## src/rtl/serial_frame_scanner.sv

```systemverilog
// serial_frame_scanner: serialises frames MSB first and counts "100" detections per frame
module serial_frame_scanner #(
    parameter int WIDTH = 8,
    parameter int CNT_W = 4
) (
    input  logic             clk,
    input  logic             rst,
    input  logic             in_valid,
    input  logic [WIDTH-1:0] in_data,
    output logic             in_ready,
    output logic             ser_bit,
    output logic             det_flag,
    output logic             done,
    output logic [CNT_W-1:0] match_count
);
    localparam logic [1:0] IDLE   = 2'd0;
    localparam logic [1:0] SHIFT  = 2'd1;
    localparam logic [1:0] REPORT = 2'd2;
    localparam logic [1:0] DA = 2'd0;
    localparam logic [1:0] DB = 2'd1;
    localparam logic [1:0] DC = 2'd2;
    localparam logic [1:0] DD = 2'd3;
    localparam int BW = $clog2(WIDTH + 1);
    logic [1:0]       state;
    logic [1:0]       det;
    logic [1:0]       det_nxt;
    logic [WIDTH-1:0] sr;
    logic [BW-1:0]    cnt;
    logic [CNT_W-1:0] run;
    logic [CNT_W-1:0] run_nxt;
    logic             accept;
    logic             last;
    assign in_ready = state == IDLE;
    assign accept   = in_valid && in_ready;
    assign ser_bit  = state == SHIFT && sr[WIDTH-1];
    assign det_flag = det == DD;
    assign done     = state == REPORT;
    // detector next state and saturating running count for the bit presented this cycle
    always_comb begin
        det_nxt = ser_bit ? DB : (det == DB ? DC : det == DC ? DD : DA);
        run_nxt = (det_nxt == DD && run != '1) ? run + 1'b1 : run;
        last    = cnt == BW'(1);
    end
    // controller: load on accept, shift WIDTH cycles, publish result for one cycle
    always_ff @(posedge clk) begin
        if (rst) begin
            state       <= IDLE;
            det         <= DA;
            sr          <= '0;
            cnt         <= '0;
            run         <= '0;
            match_count <= '0;
        end else if (state == IDLE) begin
            if (accept) begin
                sr    <= in_data;
                cnt   <= BW'(WIDTH);
                run   <= '0;
                det   <= DA;
                state <= SHIFT;
            end
        end else if (state == SHIFT) begin
            sr  <= {sr[WIDTH-2:0], 1'b0};
            det <= det_nxt;
            run <= run_nxt;
            cnt <= cnt - 1'b1;
            if (last) begin
                state       <= REPORT;
                match_count <= run_nxt;
            end
        end else begin
            state <= IDLE;
        end
    end
endmodule

```

## config.mk

```make
export PLATFORM = sky130hd
export DESIGN_NAME = serial_frame_scanner
export DESIGN_NICKNAME = d
export VERILOG_FILES = /design/src/rtl/serial_frame_scanner.sv
export SDC_FILE = /design/constraint.sdc
export NUM_CORES = 1
export LEC_CHECK = 0
export BUFFER_PORTS_ARGS = -buffer_cell sky130_fd_sc_hd__buf_2
export CAP_MARGIN = 20
export CORE_UTILIZATION = 45
export CTS_BUF_LIST = sky130_fd_sc_hd__clkbuf_8 sky130_fd_sc_hd__clkbuf_16
export DETAILED_ROUTE_END_ITERATION = 7
export PLACE_DENSITY = 0.65
export RECOVER_POWER = 50
export SLEW_MARGIN = 20
export SYNTH_ARGS = -nofsm -noshare
export SYNTH_HDL_FRONTEND = slang
export SYNTH_SLANG_ARGS = --single-unit
```

## constraint.sdc

```tcl
create_clock -name clk -period 4.6 [get_ports clk]
set_input_delay 0.92 -clock clk [delete_from_list [all_inputs] [get_ports clk]]
set_output_delay 0.92 -clock clk [all_outputs]
set_load 0.01 [all_outputs]
```

==> results of run 1 <==
-- cell type report --
| cell class | instances | area (um2) | share of cell area |
|---|---|---|---|
| tap | 30 | 37.5 | 0.0273 |
| inverter | 6 | 22.5 | 0.0164 |
| clock inverter | 1 | 30.0 | 0.0218 |
| clock buffer | 3 | 41.3 | 0.0300 |
| sequential | 24 | 480 | 0.349 |
| multi-input combinational | 113 | 679 | 0.494 |
| timing repair buffer | 18 | 83.8 | 0.0610 |
-- per-layer routing --
layer | up-vias | part of all wire | global-route usage
met5 | - | 0 | 0
met4 | 0 | 0.017 | 0.0897
met3 | 5 | 0.025 | 0.0250
met2 | 14 | 0.47 | 0.299
met1 | 477 | 0.48 | 0.227
li1 | 551 | - | -
-- state kept, by name, indices dropped and copies added (netlist names) --
signal       cells
sr               8
cnt              4
match_count      4
run              4
det              2
state            2
-- logic make-up after synthesis --
logic type / after synthesis / share of synthesized area
xor+xnor: 3 / 0.0214
fa+ha+maj: 5 / 0.0510
mux: 3 / 0.0265
buf+inv: 15 / 0.0530
simple gates: 73 / 0.291
compound gates: 29 / 0.166
flops: 24 / 0.391
-- worst max-delay path, stage by stage, from the launching register on --
cell and delay, ns:
dfxtp_1 0.77, nand3b_1 0.27, inv_1 0.09, buf_2 0.12
-- final timing paths --
| kind | startpoint | to | slack, ns | cells after the start |
|---|---|---|---|---|
| setup / recovery | state[0] | ser_bit | 2.15 | 3 |
| hold / removal | sr[4] | sr[4] | 0.48 | 2 |
| setup reg to reg | state[0] | run[0] | 2.67 | 4 |
| hold reg to reg | sr[4] | sr[4] | 0.48 | 2 |
-- synthesized netlist by cell type --
library cell,count,area share
nor2b_1,8,0.041
and3_1,2,0.010
a31oi_1,2,0.010
a21oi_1,12,0.049
buf_2,4,0.016
or2_1,1,0.0051
or3_1,2,0.010
a311oi_1,1,0.0071
o21ai_0,2,0.0082
dfxtp_1,24,0.39
mux2_2,2,0.018
nand2b_1,2,0.010
nor3b_1,2,0.012
buf_4,1,0.0061
nand3b_1,3,0.018
and2b_2,1,0.0071
nor2_2,1,0.0051
a211oi_1,4,0.024
a211oi_2,4,0.041
nand4_1,2,0.010
mux2i_1,1,0.0082
a22o_1,1,0.0071
a31o_1,1,0.0071
nor3_1,7,0.029
a22oi_1,2,0.012
xor2_1,3,0.021
ha_1,5,0.051
nor2_1,33,0.10
clkbuf_1,4,0.012
nand2_1,5,0.015
nand3_1,4,0.016
inv_1,6,0.018
-- power groups by stage --
stage                     clock [mW]  combinational, mW  sequential, mW
after global placement             0             0.0661           0.239
after CTS                      0.189             0.0680           0.234
after floorplan                    0             0.0551           0.234
final                          0.184             0.0663           0.234
after global routing           0.195             0.0772           0.237
after detailed placement           0             0.0675           0.239
-- through the flow --
step                cells  setup slack, ns  utilization  hold slack [ns]
finish                195             2.15        0.545            0.476
floorplan             152             2.74            -            0.437
global route          195             2.03        0.545            0.505
global placement      191             2.48        0.520            0.462
CTS                   195             2.14        0.549            0.478
detailed placement    191             2.45        0.520            0.463
==> qor.txt, run 1 <==
Layout cells sized above 1 - 0.145
Startpoint type of the worst setup path - register
Die Ht - 54.2 um
Clk root buf - clkbuf_8
Fin crit period - 2.45 ns
Least-Margin Pin Slew - 0.689 ns
CTS Buffer Depth - 2
Sw Ratio - 0.244
Post-CTS setup buffers - 0
Syn avg cell area - 8.08 um2
Power density cells - 353 mW/mm2
N_diodes - 0
TritonCTS clock tree - yes
Placed Area - 0.00131 mm2
Sequential area share after synthesis - 0.391
Hold_buf cts - 0
# port buffers - 18
Worst-case clock skew - 0.00359 ns
P_leak - 0.556 nW
Crit. End Element - output port
Total vias in the final route - 1047
Ports - 19
Worst VDD drop - 0.199 mV
Final period util - 0.532
Worst rel slew slack - 0.540
Routed length per instance - 12.2 um
Clock network fraction of total power - 0.380
Core area - 0.00252 mm2
Chip width - 54.2 um
Syn nets - 168
# setup viols final - 0
Netlist cell types - 32
Worst-path fanout max - 24
Final HPWL DP - 1.67 mm
Fin nets - 182
Sequential Power Share - 0.484
# DRC - 0
H-tree depth - 1
GPL Wtd Cong - 0.710
Cell internal pwr - 0.367 mW
Worst-path clk slew - 0.08 ns
Yosys warning count - 0
Worst Path Required - 3.68 ns
Status - complete, no violations
Std cell rows - 18
DRT Wirelength - 2.37 mm
Peak Freq - 0.408 GHz
Final Cell Area - 0.00138 mm2
Worst hold path type - register to register
Most common cell after layout, fill and taps aside - nor2_1
DRT iter0 DRCs - 30
Tot Pwr - 0.485 mW
Clock Sinks - 24
Cell Area, Synth - 0.00123 mm2
Clk_lat worst skew - 0.27 ns
Max-slew violation count - 0
Combinational fraction of design power - 0.137
PostCTS Resize Cnt - 0
Drt via density - 5.37
Fillcell total - 252
Number of global-route vias before repair - 901
Global-route wire length before repair - 3.80 mm
CP Data Arrival Time - 1.53 ns
RSZ-0062 raised after global routing - false
Die Footprint - 0.00294 mm2
Yosys reg bits - 24
Starting Density - 0.487
Most frequent cells in the layout - 34 x nor2_1, 24 x dfxtp_1, 13 x buf_2
Synthesized instance count - 152
Setup TNS - 0 ns
Detail Route Antenna Nets - 0
Final Hold Fails - 0
CP Class - register to output port
Area Overhead vs Synth - 12.0%
Sw Pwr - 0.118 mW
Largest net degree at the start of global routing - 25
Initial antenna violation count - 0
Drt first pass iters - 4
GR Util All Layers - 0.180
Max Cap Viol - 0
GRT Residual Overflow - 0
Num CTS Buffers - 3
No activity file was read; power rests on OpenSTA's default activity.
==> run 2: changes to the inputs <==
Clock period 4.6 ns to 2.5 ns, I/O delays scaled along.
==> run 2 against run 1 <==
  * Sequential share of layout area rose by 0.61 points
  * Combinational power up 93%
  * Sequential power grew 83%
  * Count of clock-buffer cells in the layout unchanged
  * Power is 60% higher
  * Register-to-register slack got worse by 1.9 ns
  * Setup slack worse by 1.5 ns
  * Highest routed layer unchanged
  * Utilization down 0.94 points
  * Cell area shrank 1.7%
  * Critical path depth is the same
  * Hold slack got worse by 0.0077 ns
  * Clock power grew 21%
  * Critical path type unchanged
==> qor.txt, run 2 (synthesis gave the netlist of run 1 again) <==
Ports - 19 (unchanged)
Critical path, cell by cell - nand3b_1 > inv_1 > buf_2 (unchanged)
Crit. End Element - output port (unchanged)
Chip width - 54.2 um (unchanged)
Std cell rows - 18 (unchanged)
Detail Route Antenna Nets - 0 (unchanged)
Final HPWL DP - 1.77 mm (was 1.67 mm)
Clk root buf - clkbuf_8 (unchanged)
Top Family by Delay on Critical Path - flip-flops (unchanged)
Worst-path clk slew - 0.08 ns (about the same)
Worst hold path type - register to register (unchanged)
Peak Freq - 0.539 GHz
DRT Wirelength - 2.41 mm (was 2.37 mm)
Worst Path Required - 2.00 ns (was 3.68 ns)
Worst Path Buf+Inv - 2 (unchanged)
Startpoint type of the worst setup path - register (unchanged)
Status - complete, no violations (unchanged)
P_leak - 0.546 nW (was 0.556 nW)
N_diodes - 0 (unchanged)
GPL Wtd Cong - 0.707 (was 0.710)
Worst-path fanout max - 18 (was 24)
Final Cell Area - 0.00135 mm2 (was 0.00138 mm2)
RSZ-0062 raised after global routing - false (unchanged)
Placed Area - 0.00132 mm2 (was 0.00131 mm2)
Power density cells - 576 mW/mm2 (was 353 mW/mm2)
Largest net degree at the start of global routing - 25 (unchanged)
FF-to-FF setup slack - 0.81 ns (was 2.67 ns)
DRT iter0 DRCs - 25 (was 30)
Die Ht - 54.2 um (unchanged)
H-tree depth - 1 (unchanged)
Initial antenna violation count - 0 (unchanged)
Core area - 0.00252 mm2 (unchanged)
Setup TNS - 0 ns (unchanged)
CP max stage cell - dfxtp_1 (unchanged)
Clk_lat worst skew - 0.26 ns (was 0.27 ns)
Most frequent cells in the layout - 34 x nor2_1, 24 x dfxtp_1, 13 x buf_2 (unchanged)
Number of global-route vias before repair - 951 (was 901)
Routed length per instance - 12.4 um (was 12.2 um)
Max-slew violation count - 0 (unchanged)
Tot Pwr - 0.778 mW (was 0.485 mW)
Fin crit period - 1.85 ns
Post-CTS setup buffers - 0 (unchanged)
Num CTS Buffers - 3 (unchanged)
Layout cells sized above 1 - 0.139 (was 0.145)
# setup viols final - 0 (unchanged)
Worst rel slew slack - 0.592 (was 0.540)
# DRC - 0 (unchanged)
Area Overhead vs Synth - 10.1% (was 12.0%)
Worst stage delay on the critical path - 0.65 ns (was 0.77 ns)
Final period util - 0.742
Least-Margin Pin Slew - 0.611 ns (was 0.689 ns)
Die Footprint - 0.00294 mm2 (unchanged)
TritonCTS clock tree - yes (unchanged)
Min Hold Slack - 0.469 ns (was 0.476 ns)
Final Hold Fails - 0 (unchanged)
GR Util All Layers - 0.186 (was 0.180)
Total vias in the final route - 1091 (was 1047)
Starting Density - 0.487 (unchanged)
CTS Buffer Depth - 2 (unchanged)
Global-route wire length before repair - 3.98 mm (was 3.80 mm)
Clock Sinks - 24 (unchanged)
GRT Residual Overflow - 0 (unchanged)
CP Data Arrival Time - 1.35 ns (was 1.53 ns)
Worst VDD drop - 0.463 mV (was 0.199 mV)
Max Cap Viol - 0 (unchanged)
Most flops, register - sr (unchanged)
Drt first pass iters - 4 (unchanged)
# port buffers - 18 (unchanged)
CP Class - register to output port (unchanged)
Worst-case clock skew - 0.00647 ns (was 0.00359 ns)
Hold_buf cts - 0 (unchanged)
Most common cell after layout, fill and taps aside - nor2_1 (unchanged)
Largest register FFs - 8 (unchanged)
PostCTS Resize Cnt - 0 (unchanged)
Drt via density - 5.59 (was 5.37)
Fin nets - 183 (was 182)
run 2: cell count changes in the layout (fill, tap and decap cells not counted), sizes merged:
cell | before | now
buf | 13 | 14
bufinv | 1 | 0
run 2: routing by layer:
layer / wire, um / GRT usage / vias up
li1: - / - / 548
met1: 1090 / 0.209 / 514
met2: 1190 / 0.333 / 25
met3: 99 / 0.0556 / 4
met4: 27 / 0.0598 / 0
met5: 0 / 0 / -
run 2: per-stage QoR:
step | utilization | worst slack (ns) | cells
after floorplan | - | 1.02 | 152
after global placement | 0.523 | 0.901 | 192
after detailed placement | 0.523 | 0.825 | 192
after CTS | 0.540 | 0.613 | 195
after global routing | 0.536 | 0.531 | 195
final | 0.536 | 0.646 | 195
run 2: path summary, 6_finish.rpt:
path            start  depth (start not counted)       to
max          state[1]                          3  ser_bit
min             sr[4]                          2    sr[4]
max reg2reg    det[0]                          6   run[3]
min reg2reg     sr[4]                          2    sr[4]
run 2: area by class of cell:
class | count | area (um2)
flip-flops and latches | 24 | 480
inverters | 6 | 22.5
fillers | 253 | 1170
clock buffers | 3 | 41.3
multi-input cells | 113 | 678
repair buffers | 19 | 91.3
well taps | 30 | 37.5
run 2: report_power, final:
group          total [mW]  internal [mW]  switching [mW]
sequential          0.429          0.407          0.0214
clock               0.222          0.108           0.114
combinational       0.128         0.0547          0.0732
total               0.778          0.570           0.209
run 2: tightest hold or removal path, stage by stage (launching register included):
cell      delay [ns]
dfxtp_1         0.30
inv_1           0.06
a211oi_1        0.06
==> run 3: changes to the inputs <==
Clock period 2.5 ns to 1.8 ns, I/O delays scaled along.
==> run 3 against run 2 <==
  * Die area is the same
  * Global-route usage grew 1.1 points
  * Utilization grew 0.64 points
  * Via count shrank 2.6%
  * Power grew 40%
  * Register-to-register slack lost 0.66 ns
  * First-iteration DRC count shrank 36%
  * Sequential share of layout area shrank 0.42 points
  * Sequential cell count is the same
  * Count of clock-buffer cells in the layout is the same
  * Cell count grew 1.5%
  * Highest routed layer unchanged
==> qor.txt, run 3 (synthesis gave the netlist of run 1 again) <==
CP Data Arrival Time - 1.85 ns (was 1.35 ns)
Fillcell total - 254 (was 253)
Total vias in the final route - 1063 (was 1091)
Largest register FFs - 8 (unchanged)
Critical path, cell by cell - inv_1 > ha_1 > nor2b_1 > nand4_1 > or3_1 > a31oi_1 (was nand3b_1 > inv_1 > buf_2)
Largest net degree at the start of global routing - 18 (was 25)
Layout cells sized above 1 - 0.149 (was 0.139)
GPL Wtd Cong - 0.689 (was 0.707)
GRT Residual Overflow - 0 (unchanged)
Most flops, register - sr (unchanged)
Die Ht - 54.2 um (unchanged)
Die Footprint - 0.00294 mm2 (unchanged)
Max-slew violation count - 0 (unchanged)
Worst-case clock skew - 0.00413 ns (was 0.00647 ns)
Number of global-route vias before repair - 934 (was 951)
GR Util All Layers - 0.197 (was 0.186)
Crit. End Element - register (was output port)
Worst Path Required - 2.00 ns (about the same)
GR Layer Usage met1 - 0.247 (was 0.209)
Area Overhead vs Synth - 11.4% (was 10.1%)
Clock Sinks - 24 (unchanged)
Worst Hold Launch - rst (was sr[4])
H-tree depth - 1 (unchanged)
Num CTS Buffers - 3 (unchanged)
Worst Path Buf+Inv - 1 (was 2)
N_diodes - 0 (unchanged)
CP max stage cell - dfxtp_1 (unchanged)
Fin crit period - 1.65 ns
Least-Margin Pin Slew - 0.377 ns (was 0.611 ns)
Worst-path fanout max - 3 (was 18)
Peak Freq - 0.606 GHz
Chip width - 54.2 um (unchanged)
Worst rel slew slack - 0.749 (was 0.592)
Starting Density - 0.487 (unchanged)
Initial antenna violation count - 0 (unchanged)
Clk root buf - clkbuf_8 (unchanged)
Worst stage delay on the critical path - 0.36 ns (was 0.65 ns)
Worst-path clk slew - 0.08 ns (about the same)
Tot Pwr - 1.09 mW (was 0.778 mW)
Hold Path Stages - 2 (unchanged)
Most common cell after layout, fill and taps aside - nor2_1 (unchanged)
# setup viols final - 0 (unchanged)
Routed length per instance - 12.6 um (was 12.4 um)
Area occupied by multi-input gates - 679 um2 (was 678 um2)
GR peak layer - met2 (unchanged)
Top Family by Delay on Critical Path - simple AND/OR/NAND/NOR gates (was flip-flops)
# port buffers - 18 (unchanged)
Drt first pass iters - 4 (unchanged)
Setup TNS - 0 ns (unchanged)
Status - complete, no violations (unchanged)
Global routing usage on met3 - 0.0583 (was 0.0556)
P_leak - 0.554 nW (was 0.546 nW)
Power density cells - 799 mW/mm2 (was 576 mW/mm2)
Hold_buf cts - 0 (unchanged)
Worst reg2reg path depth - 6 (unchanged)
Most frequent cells in the layout - 34 x nor2_1, 24 x dfxtp_1, 13 x buf_2 (unchanged)
Worst r2r src - det[0] (unchanged)
Met2 usage - 0.333 (unchanged)
Clk_lat worst skew - 0.26 ns (about the same)
Hold Crit Endpoint - det[1] (was sr[4])
Fin util - 0.542 (was 0.536)
Final period util - 0.916
Worst VDD drop - 0.625 mV (was 0.463 mV)
CP Class - register to register (was register to output port)
Post-CTS setup buffers - 0 (unchanged)
# DRC - 0 (unchanged)
RSZ-0062 raised after global routing - false (unchanged)
Crit Reg-Reg Endpoint - run[2] (was run[3])
Final HPWL DP - 1.79 mm (was 1.77 mm)
Startpoint type of the worst setup path - register (unchanged)
Final Hold Fails - 0 (unchanged)
CTS Buffer Depth - 2 (unchanged)
Std cell rows - 18 (unchanged)
Fin nets - 186 (was 183)
FF-to-FF setup slack - 0.15 ns (was 0.81 ns)
TritonCTS clock tree - yes (unchanged)
DRT iter0 DRCs - 16 (was 25)
DRT Wirelength - 2.50 mm (was 2.41 mm)
Max Cap Viol - 0 (unchanged)
Ports - 19 (unchanged)
Global-route wire length before repair - 4.16 mm (was 3.98 mm)
Core area - 0.00252 mm2 (unchanged)
Drt via density - 5.37 (was 5.59)
Worst hold path type - input pin to register (was register to register)
FF+latch area - 480 um2 (unchanged)
Detail Route Antenna Nets - 0 (unchanged)
PostCTS Resize Cnt - 0 (unchanged)
==> run 3: cell count changes in the layout (fill, tap and decap cells not counted) <==
cell      previous run  this run
clkbuf_1             5         7
and2b_1              1         0
and2b_2              0         1
buf_4                1         2
or2_0                1         0
or2_1                0         1
==> run 3: cell type report <==
class,count,share of cell area
repair buffers,22,0.0778
well taps,30,0.0274
inverters,6,0.0165
clock buffers,3,0.0302
flip-flops and latches,24,0.351
multi-input cells,113,0.497
==> run 3: worst max-delay path by stage <==
stage / depth (start not counted) / start / endpoint
finish: 6 / det[0] / run[2]
global route: 6 / det[0] / run[2]
CTS: 6 / det[0] / run[2]
detailed placement: 6 / det[0] / run[2]
global placement: 6 / det[0] / run[3]
floorplan: 6 / det[0] / run[2]
==> run 3: worst register-to-register path, cell delays in order (launching register included) <==
cell     delay, ns
dfxtp_1       0.36
inv_1         0.05
ha_1          0.30
nor2b_1       0.21
nand4_1       0.19
or3_1         0.35
a31oi_1       0.13
==> run 3: routing by layer <==
layer  vias up  wire, um
li1        553         -
met1       486      1210
met2        21      1180
met3         3        95
met4         0        10
met5         -         0
==> run 3: metrics by stage <==
stage	hold slack, ns	cell area, um2	std cells	setup slack, ns
floorplan	0.432	1230	152	0.316
global placement	0.451	1340	195	0.244
CTS	0.427	1380	198	0.158
detailed placement	0.455	1340	195	0.168
finish	0.433	1370	198	0.151
global route	0.432	1370	198	0.0439
==> run 3: where the power goes <==
part	internal [mW]	switching, mW
clock network	0.150	0.165
registers	0.565	0.0265
logic	0.0792	0.107
total	0.794	0.299
